File: src/rtl/sysctrl_pkg.sv
// Shared constants for the MCU system-control slave.
package sysctrl_pkg;

   localparam int unsigned CNT_W = 4;

   localparam logic [7:0] CMD_STATUS = 8'h00;
   localparam logic [7:0] CMD_LED    = 8'h01;
   localparam logic [7:0] CMD_COLOR  = 8'h02;
   localparam logic [7:0] CMD_BTN    = 8'h03;
   localparam logic [7:0] CMD_CFG_WR = 8'h04;
   localparam logic [7:0] CMD_INT    = 8'h05;
   localparam logic [7:0] CMD_SRC    = 8'h06;
   localparam logic [7:0] CMD_CFG_RD = 8'h07;
   localparam logic [7:0] CMD_MASK   = 8'h08;

   localparam logic [7:0] MAGIC0 = 8'h5C;
   localparam logic [7:0] MAGIC1 = 8'h42;

   localparam logic [7:0]  ID_RESET      = 8'h52;
   localparam logic [23:0] STATUS_NO_MCU = 24'h000202;

   // MCU sends colour bytes LSB-first relative to our bit order.
   function automatic logic [7:0] rev8(input logic [7:0] b);
      logic [7:0] r;
      for (int i = 0; i < 8; i++) r[i] = b[7-i];
      return r;
   endfunction

endpackage

File: src/rtl/sysctrl_irq.sv
// Interrupt pending/mask/ack logic; bit 0 is the internal coldboot source.
module sysctrl_irq
   import sysctrl_pkg::*;
#(
   parameter int unsigned         NUM_INT  = 8,
   parameter logic [NUM_INT-1:0]  INT_EDGE = '0
) (
   input  logic               clk,
   input  logic               reset,
   input  logic [NUM_INT-1:0] int_i,
   input  logic               ack_en_i,
   input  logic [NUM_INT-1:0] ack_data_i,
   input  logic               mask_we_i,
   input  logic [NUM_INT-1:0] mask_data_i,
   output logic [NUM_INT-1:0] pend_masked_c_o,
   output logic [NUM_INT-1:0] int_ack_o,
   output logic               int_out_n_o
);

   localparam logic [NUM_INT-1:0] SRC_M   = ~NUM_INT'(1);
   localparam logic [NUM_INT-1:0] EDGE_M  = INT_EDGE & SRC_M;
   localparam logic [NUM_INT-1:0] LEVEL_M = ~INT_EDGE & SRC_M;

   logic [NUM_INT-1:0] pending_q, pending_d;
   logic [NUM_INT-1:0] mask_q, mask_d;
   logic [NUM_INT-1:0] prev_q;
   logic [NUM_INT-1:0] ack_q, ack_d;
   logic [NUM_INT-1:0] kept_c;
   logic               int_out_n_q, int_out_n_d;

   // Next pending: acks clear, edges set (set wins), level sources track input.
   always_comb begin
      mask_d      = mask_q;
      ack_d       = '0;
      kept_c      = pending_q;
      if (mask_we_i) mask_d = mask_data_i;
      if (ack_en_i) begin
         kept_c = pending_q & ~ack_data_i;
         ack_d  = ack_data_i;
      end
      pending_d   = (kept_c & ~LEVEL_M) | (int_i & LEVEL_M) | (int_i & ~prev_q & EDGE_M);
      int_out_n_d = ~|(pending_q & mask_q);
   end

   // State registers.
   always_ff @(posedge clk) begin
      if (reset) begin
         pending_q   <= NUM_INT'(1);
         mask_q      <= '1;
         prev_q      <= '0;
         ack_q       <= '0;
         int_out_n_q <= 1'b1;
      end else begin
         pending_q   <= pending_d;
         mask_q      <= mask_d;
         prev_q      <= int_i;
         ack_q       <= ack_d;
         int_out_n_q <= int_out_n_d;
      end
   end

   assign pend_masked_c_o = pending_q & mask_q;
   assign int_ack_o       = ack_q;
   assign int_out_n_o     = int_out_n_q;

endmodule

File: src/rtl/sysctrl_gen.sv
// Core-agnostic MCU system-control slave: command decode, config file, reset sequencing.
module sysctrl_gen
   import sysctrl_pkg::*;
#(
   parameter logic [7:0]            CORE_ID       = 8'h02,
   parameter int unsigned           NUM_CFG       = 64,
   parameter logic [7:0]            CFG_BASE      = 8'h20,
   parameter logic [NUM_CFG*8-1:0]  CFG_DEFAULTS  = '0,
   parameter int unsigned           RESET_TIMEOUT = 80_000_000,
   parameter int unsigned           NUM_INT       = 8,
   parameter logic [NUM_INT-1:0]    INT_EDGE      = '0,
   parameter int unsigned           NUM_LEDS      = 2,
   parameter int unsigned           NUM_BTNS      = 2
) (
   input  logic                   clk,
   input  logic                   reset,
   input  logic                   data_in_strobe,
   input  logic                   data_in_start,
   input  logic [7:0]             data_in,
   output logic [7:0]             data_out,
   output logic                   int_out_n,
   input  logic [NUM_INT-1:0]     int_in,
   output logic [NUM_INT-1:0]     int_ack,
   input  logic [NUM_BTNS-1:0]    buttons,
   output logic [NUM_LEDS-1:0]    leds,
   output logic [23:0]            color,
   output logic [1:0]             sys_reset,
   output logic                   cold_boot,
   output logic [NUM_CFG*8-1:0]   cfg_flat
);

   localparam int unsigned TMO_W  = $clog2(RESET_TIMEOUT + 1);
   localparam int unsigned SLOT_W = (NUM_CFG > 1) ? $clog2(NUM_CFG) : 1;

   logic [CNT_W-1:0]    cnt_q, cnt_d;
   logic [7:0]          cmd_q, cmd_d;
   logic [7:0]          id_q, id_d;
   logic [7:0]          data_out_q, data_out_d;
   logic [NUM_LEDS-1:0] leds_q, leds_d;
   logic [23:0]         color_q, color_d;
   logic [1:0]          sysrst_q, sysrst_d;
   logic [TMO_W-1:0]    tmo_q, tmo_d;
   logic                cold_q, cold_d;
   logic [7:0]          cfg_q [NUM_CFG];
   logic [7:0]          cfg_d [NUM_CFG];

   logic                exec_c;
   logic [8:0]          off_c;
   logic                in_range_c;
   logic [SLOT_W-1:0]   slot_c;
   logic                ack_en_c;
   logic                mask_we_c;
   logic [NUM_INT-1:0]  pend_masked_c;

   // Slot lookup for the latched config id.
   always_comb begin
      off_c      = {1'b0, id_q} - {1'b0, CFG_BASE};
      in_range_c = (id_q >= CFG_BASE) && (off_c < 9'(NUM_CFG));
      slot_c     = SLOT_W'(off_c);
   end

   // Frame decode, command execution and timeout sequencing.
   always_comb begin
      cnt_d      = cnt_q;
      cmd_d      = cmd_q;
      id_d       = id_q;
      data_out_d = data_out_q;
      leds_d     = leds_q;
      color_d    = color_q;
      sysrst_d   = sysrst_q;
      tmo_d      = tmo_q;
      cold_d     = cold_q;
      cfg_d      = cfg_q;
      ack_en_c   = 1'b0;
      mask_we_c  = 1'b0;
      exec_c     = data_in_strobe && !data_in_start && (cnt_q != '0);

      if (tmo_q != '0) begin
         tmo_d = tmo_q - TMO_W'(1);
         if (tmo_q == TMO_W'(1)) begin
            sysrst_d = 2'd0;
            color_d  = STATUS_NO_MCU;
         end
      end

      if (data_in_strobe && data_in_start) begin
         cmd_d = data_in;
         cnt_d = CNT_W'(1);
      end else if (exec_c) begin
         cnt_d = (cnt_q == '1) ? cnt_q : cnt_q + CNT_W'(1);
         case (cmd_q)
            CMD_STATUS: begin
               if (cnt_q == CNT_W'(1)) data_out_d = MAGIC0;
               if (cnt_q == CNT_W'(2)) data_out_d = MAGIC1;
               if (cnt_q == CNT_W'(3)) data_out_d = CORE_ID;
            end
            CMD_LED: begin
               if (cnt_q == CNT_W'(1)) leds_d = data_in[NUM_LEDS-1:0];
            end
            CMD_COLOR: begin
               if (cnt_q == CNT_W'(1)) color_d[15:8]  = rev8(data_in);
               if (cnt_q == CNT_W'(2)) color_d[7:0]   = rev8(data_in);
               if (cnt_q == CNT_W'(3)) color_d[23:16] = rev8(data_in);
            end
            CMD_BTN: data_out_d = 8'(buttons);
            CMD_CFG_WR: begin
               if (cnt_q == CNT_W'(1)) id_d = data_in;
               if (cnt_q == CNT_W'(2)) begin
                  if (in_range_c) cfg_d[slot_c] = data_in;
                  if (id_q == ID_RESET) begin
                     sysrst_d = data_in[1:0];
                     tmo_d    = '0;
                  end
               end
            end
            CMD_CFG_RD: begin
               if (cnt_q == CNT_W'(1)) id_d = data_in;
               if (cnt_q == CNT_W'(2)) data_out_d = in_range_c ? cfg_q[slot_c] : 8'h00;
            end
            CMD_INT: begin
               data_out_d = 8'(pend_masked_c);
               ack_en_c   = (cnt_q == CNT_W'(1));
            end
            CMD_SRC: begin
               data_out_d = {7'b0, cold_q};
               if (cnt_q == CNT_W'(1)) cold_d = 1'b0;
            end
            CMD_MASK: mask_we_c = (cnt_q == CNT_W'(1));
            default: ;
         endcase
      end
   end

   // State registers.
   always_ff @(posedge clk) begin
      if (reset) begin
         cnt_q      <= '0;
         cmd_q      <= '0;
         id_q       <= '0;
         data_out_q <= '0;
         leds_q     <= '0;
         color_q    <= '0;
         sysrst_q   <= 2'd3;
         tmo_q      <= TMO_W'(RESET_TIMEOUT);
         cold_q     <= 1'b1;
         for (int k = 0; k < NUM_CFG; k++) cfg_q[k] <= CFG_DEFAULTS[k*8 +: 8];
      end else begin
         cnt_q      <= cnt_d;
         cmd_q      <= cmd_d;
         id_q       <= id_d;
         data_out_q <= data_out_d;
         leds_q     <= leds_d;
         color_q    <= color_d;
         sysrst_q   <= sysrst_d;
         tmo_q      <= tmo_d;
         cold_q     <= cold_d;
         cfg_q      <= cfg_d;
      end
   end

   // Flatten the config file for core-side slicing.
   always_comb begin
      for (int k = 0; k < NUM_CFG; k++) cfg_flat[k*8 +: 8] = cfg_q[k];
   end

   sysctrl_irq #(
      .NUM_INT  (NUM_INT),
      .INT_EDGE (INT_EDGE)
   ) u_irq (
      .clk             (clk),
      .reset           (reset),
      .int_i           (int_in),
      .ack_en_i        (ack_en_c),
      .ack_data_i      (data_in[NUM_INT-1:0]),
      .mask_we_i       (mask_we_c),
      .mask_data_i     (data_in[NUM_INT-1:0]),
      .pend_masked_c_o (pend_masked_c),
      .int_ack_o       (int_ack),
      .int_out_n_o     (int_out_n)
   );

   assign data_out  = data_out_q;
   assign leds      = leds_q;
   assign color     = color_q;
   assign sys_reset = sysrst_q;
   assign cold_boot = cold_q;

endmodule

File: config.mk
export PLATFORM = sky130hd
export DESIGN_NAME = sysctrl_gen
export DESIGN_NICKNAME = d
export VERILOG_FILES = /design/src/rtl/sysctrl_pkg.sv /design/src/rtl/sysctrl_irq.sv /design/src/rtl/sysctrl_gen.sv
export SDC_FILE = /design/constraint.sdc
export NUM_CORES = 2
export LEC_CHECK = 0
export BUFFER_PORTS_ARGS = -buffer_cell sky130_fd_sc_hd__buf_2
export CAP_MARGIN = 20
export CORE_MARGIN = 2
export CORE_UTILIZATION = 55
export CTS_BUF_LIST = sky130_fd_sc_hd__clkbuf_4
export CTS_CLUSTER_SIZE = 14
export DETAILED_ROUTE_END_ITERATION = 16
export PLACE_DENSITY = 0.8
export SLEW_MARGIN = 40
export SYNTH_ARGS = -nofsm -noshare
export SYNTH_HDL_FRONTEND = slang
export SYNTH_SLANG_ARGS = --single-unit
File: constraint.sdc
create_clock -name clk -period 5.7 [get_ports clk]
set_clock_uncertainty 0.1 [all_clocks]
set_input_delay 1.425 -clock clk [delete_from_list [all_inputs] [get_ports clk]]
set_output_delay 1.425 -clock clk [all_outputs]
set_load 0.02 [all_outputs]
==> flow_summary.ini <==
[power_and_ir_drop]
vdd_drop_max_v = 0.000203
p_int_uw = 6450
power.density_mw_per_mm2 = 260
p_comb_share_pct = 4.2
p_total_uw = 8700
swShare_pct = 25.8
seqPwrFrac_pct = 50.5
p_sw_uw = 2240
clockPowerShare_pct = 45.3
total_leakage_power_uw = 0.0136

[hold_path]
hold_end = cfg_flat[472]$_SDFFE_PP0P_
hp-start = cfg_flat[472]$_SDFFE_PP0P_
hold_depth = 2
min_path_type = reg -> reg

[floorplanning]
ios = 580
core_mm2 = 0.0503
dieWidth_um = 230
die-area_mm2 = 0.0528
die_h_um = 230
num_rows = 82
initial_core_util_pct = 55.8

[setup_path]
crit_start = id_q[0]$_SDFFE_PP0P_
crit_arrival_ns = 4.95
r2r-start = id_q[0]$_SDFFE_PP0P_
reg2reg_slack_ns = 1.67
crit_type = reg -> reg
crit_slowest_cell = dfxtp_4
path_cells = buf_12 -> or2_2 -> o22ai_1 -> a221oi_1 -> o22ai_1 -> a311oi_1 -> a31o_1
critical_path.endpoint_type = register
max_stage_delay_ns = 0.79
cp_max_fo = 76
critPathBufInv = 1
r2r_cells = 7
reg2reg_to = data_out[0]$_SDFFE_PP0P_
crit_path_start_kind = register
path_delay_family = compound AO/OA/AOI/OAI gates
cp.required_ns = 6.62
cpMostUsedCell = o22ai_1

[synth]
yosysWarnings = 0
syn_nets = 3489
syn_inst = 3458
ys_ff_latch = 621
synth_area_leaders = dfxtp_1 (44%), nand2_1 (15%), a21oi_1 (10%)
ys_seq_area_share_pct = 44.3
synth_edf_count = 0
avgSynthCellArea_um2 = 8.11
synth_top_area_cell = dfxtp_1
synth.most_common_cell = nand2_1
ys.flop_type = dfxtp_1
syn_area_mm2 = 0.0280
synth_async_sr_flop_share_pct = 0
synthTopCellsByCount = nand2_1 (1108), dfxtp_1 (621), a21oi_1 (586)
netlist-cell-type-count = 83
synth_top_area_share_pct = 44.3

[detailed_routing]
vias_per_cell = 6.44
drt_iter0_drc = 5024
dr.pass1.iters = 8
vias = 30900
routed_wl_um = 126000
wl_per_cell_um = 26.2
drcViolationCount = 0
ant_nets = 0

[sta]
slew_headroom_pct = 39.0
fin_tns_setup_ns = 0
finalHoldViolCount = 0
grt_setup_unrepaired = no
worstMarginPinSlew_ns = 0.910
setup_viol = 0
fin_crit_sh_pct = 70.7
maxSlewViolCount = 0
fmax_mhz = 248
fin_crit_ns = 4.03

[clocking]
holdBufCountCts = 0
clock_sinks = 621
clk_latency_ns = 1.09
clockRootBuffer = clkbuf_4
h-tree-depth = 4
clk_pin_slew_worst_paths_ns = 0.07
tritoncts = built
cts_repair_resize_count = 0
clockBufferDepth = 3
cts_inserted_buffers = 161
postCtsSetupRepairBufs = 0

[layout]
fillerInstances = 4321
drive_gt1_share_pct = 26.7
synthToLayoutAreaGrowth_pct = 19.1
finalNonFillerCells = 4802
multiInputGateArea_mm2 = 0.0145
fin_nets = 4051
seqCellArea_mm2 = 0.0124

[grt]
antenna_found_initial = 5
grt_usage_pct = 45.7
grt_pass1_wl_um = 181000
grt_overflow = 0
grt_max_degree = 157
first_global_vias = 28200

[place]
dp_hpwl_um = 83900
portBuffers = 578
gp_congestion = 0.983
placed_cells = 4526

[outcome]
outcome = completed

[job]
maxCapViolations = 0
## cell families (layout without fill, tap and decap cells)
family / after synthesis / count (layout) / synth area share (%)
AND/OR/NAND/NOR: 1549 / 1549 / 26.1
AO/OA/AOI/OAI: 852 / 852 / 17.6
flip-flops: 621 / 621 / 44.3
buffers and inverters: 265 / 931 / 4.07
multiplexers: 139 / 139 / 6.74
XOR/XNOR: 23 / 23 / 0.718
adder cells (fa/ha/maj): 9 / 9 / 0.401
other: 0 / 6 / 0
## power by group through the flow
stage / registers, µW / logic [µW] / clock network [µW]
2_1_floorplan: 4480 / 236 / 0
3_3_place_gp: 4490 / 337 / 0
3_5_place_dp: 4490 / 338 / 0
4_1_cts: 4390 / 339 / 3900
5_1_grt: 4400 / 375 / 4140
6_report: 4400 / 363 / 3940
## registers in the layout, indices dropped and copies added (netlist names)
signal             cells
cold_boot              1
u_irq.int_out_n_o      1
tmo_q                 27
u_irq.mask_q           8
sys_reset              2
leds                   2
cfg_flat             512
u_irq.pending_q        8
cmd_q                  8
u_irq.int_ack_o        8
color                 24
cnt_q                  4
id_q                   8
data_out               8
## layer usage
metal	GRT usage (%)	vias up	share of wire, %
met3	16.9	678	15
met1	57.4	14300	35
li1	-	13200	-
met5	0	-	0.025
met4	29.3	4	7.7
met2	66.2	2713	42
## stage by stage
step	hold WS, ns	area [µm²]	util [%]	setup WS, ns
floorplan	0.354	28000	-	2.53
global placement	0.348	31300	62.3	1.61
detailed placement	0.355	31300	62.4	1.56
CTS	0.363	33300	66.3	1.78
global route	0.375	33400	66.4	1.57
finish	0.363	33400	66.4	1.67
## how the worst max path moves through the flow
stage | endpoint | slack (ns) | cells after the start
6_report | data_out[0]$_SDFFE_PP0P_ | 1.67 | 7
5_1_grt | cfg_flat[31]$_SDFFE_PP0P_ | 1.57 | 9
4_1_cts | cfg_flat[30]$_SDFFE_PP0P_ | 1.78 | 8
3_5_place_dp | cfg_flat[31]$_SDFFE_PP0P_ | 1.56 | 8
3_3_place_gp | cfg_flat[31]$_SDFFE_PP0P_ | 1.61 | 8
2_1_floorplan | id_q[6]$_SDFFE_PP0P_ | 2.53 | 6
## cell usage in the layout, fill, tap and decap left out, types with 9 or more instances in the layout
cell,instances
dfxtp_1,618
o22ai_1,65
clkbuf_4,242
a211oi_1,11
nor3_1,13
mux2i_1,45
or3_1,12
a21oi_1,586
buf_2,571
nor2b_1,35
nor3_4,60
inv_1,10
nand2_1,1105
nor4_1,11
and2_1,19
nand2b_1,11
mux2_2,60
nand3b_1,10
ha_1,9
clkinv_1,22
nand3_1,105
nand4_1,10
o221ai_1,50
xor2_1,19
buf_4,69
o21ai_0,30
a211o_1,11
mux4_2,34
a2bb2oi_1,9
nor2_1,90
## worst min-delay path: stages, from the launching register on
cell	delay (ns)
dfxtp_1	0.32
nand2_1	0.05
a21oi_1	0.05
## cell type report
cell class                      instances  area share, %
Clock inverter                         25          0.438
Multi-Input combinational cell       2572           43.5
Clock buffer                          242           5.44
Inverter                               14          0.157
Tap cell                              672           2.52
Timing Repair Buffer                  650           10.7
Sequential cell                       621           37.3
Antenna cell                            6         0.0450
(Power assumes the default switching activity.)
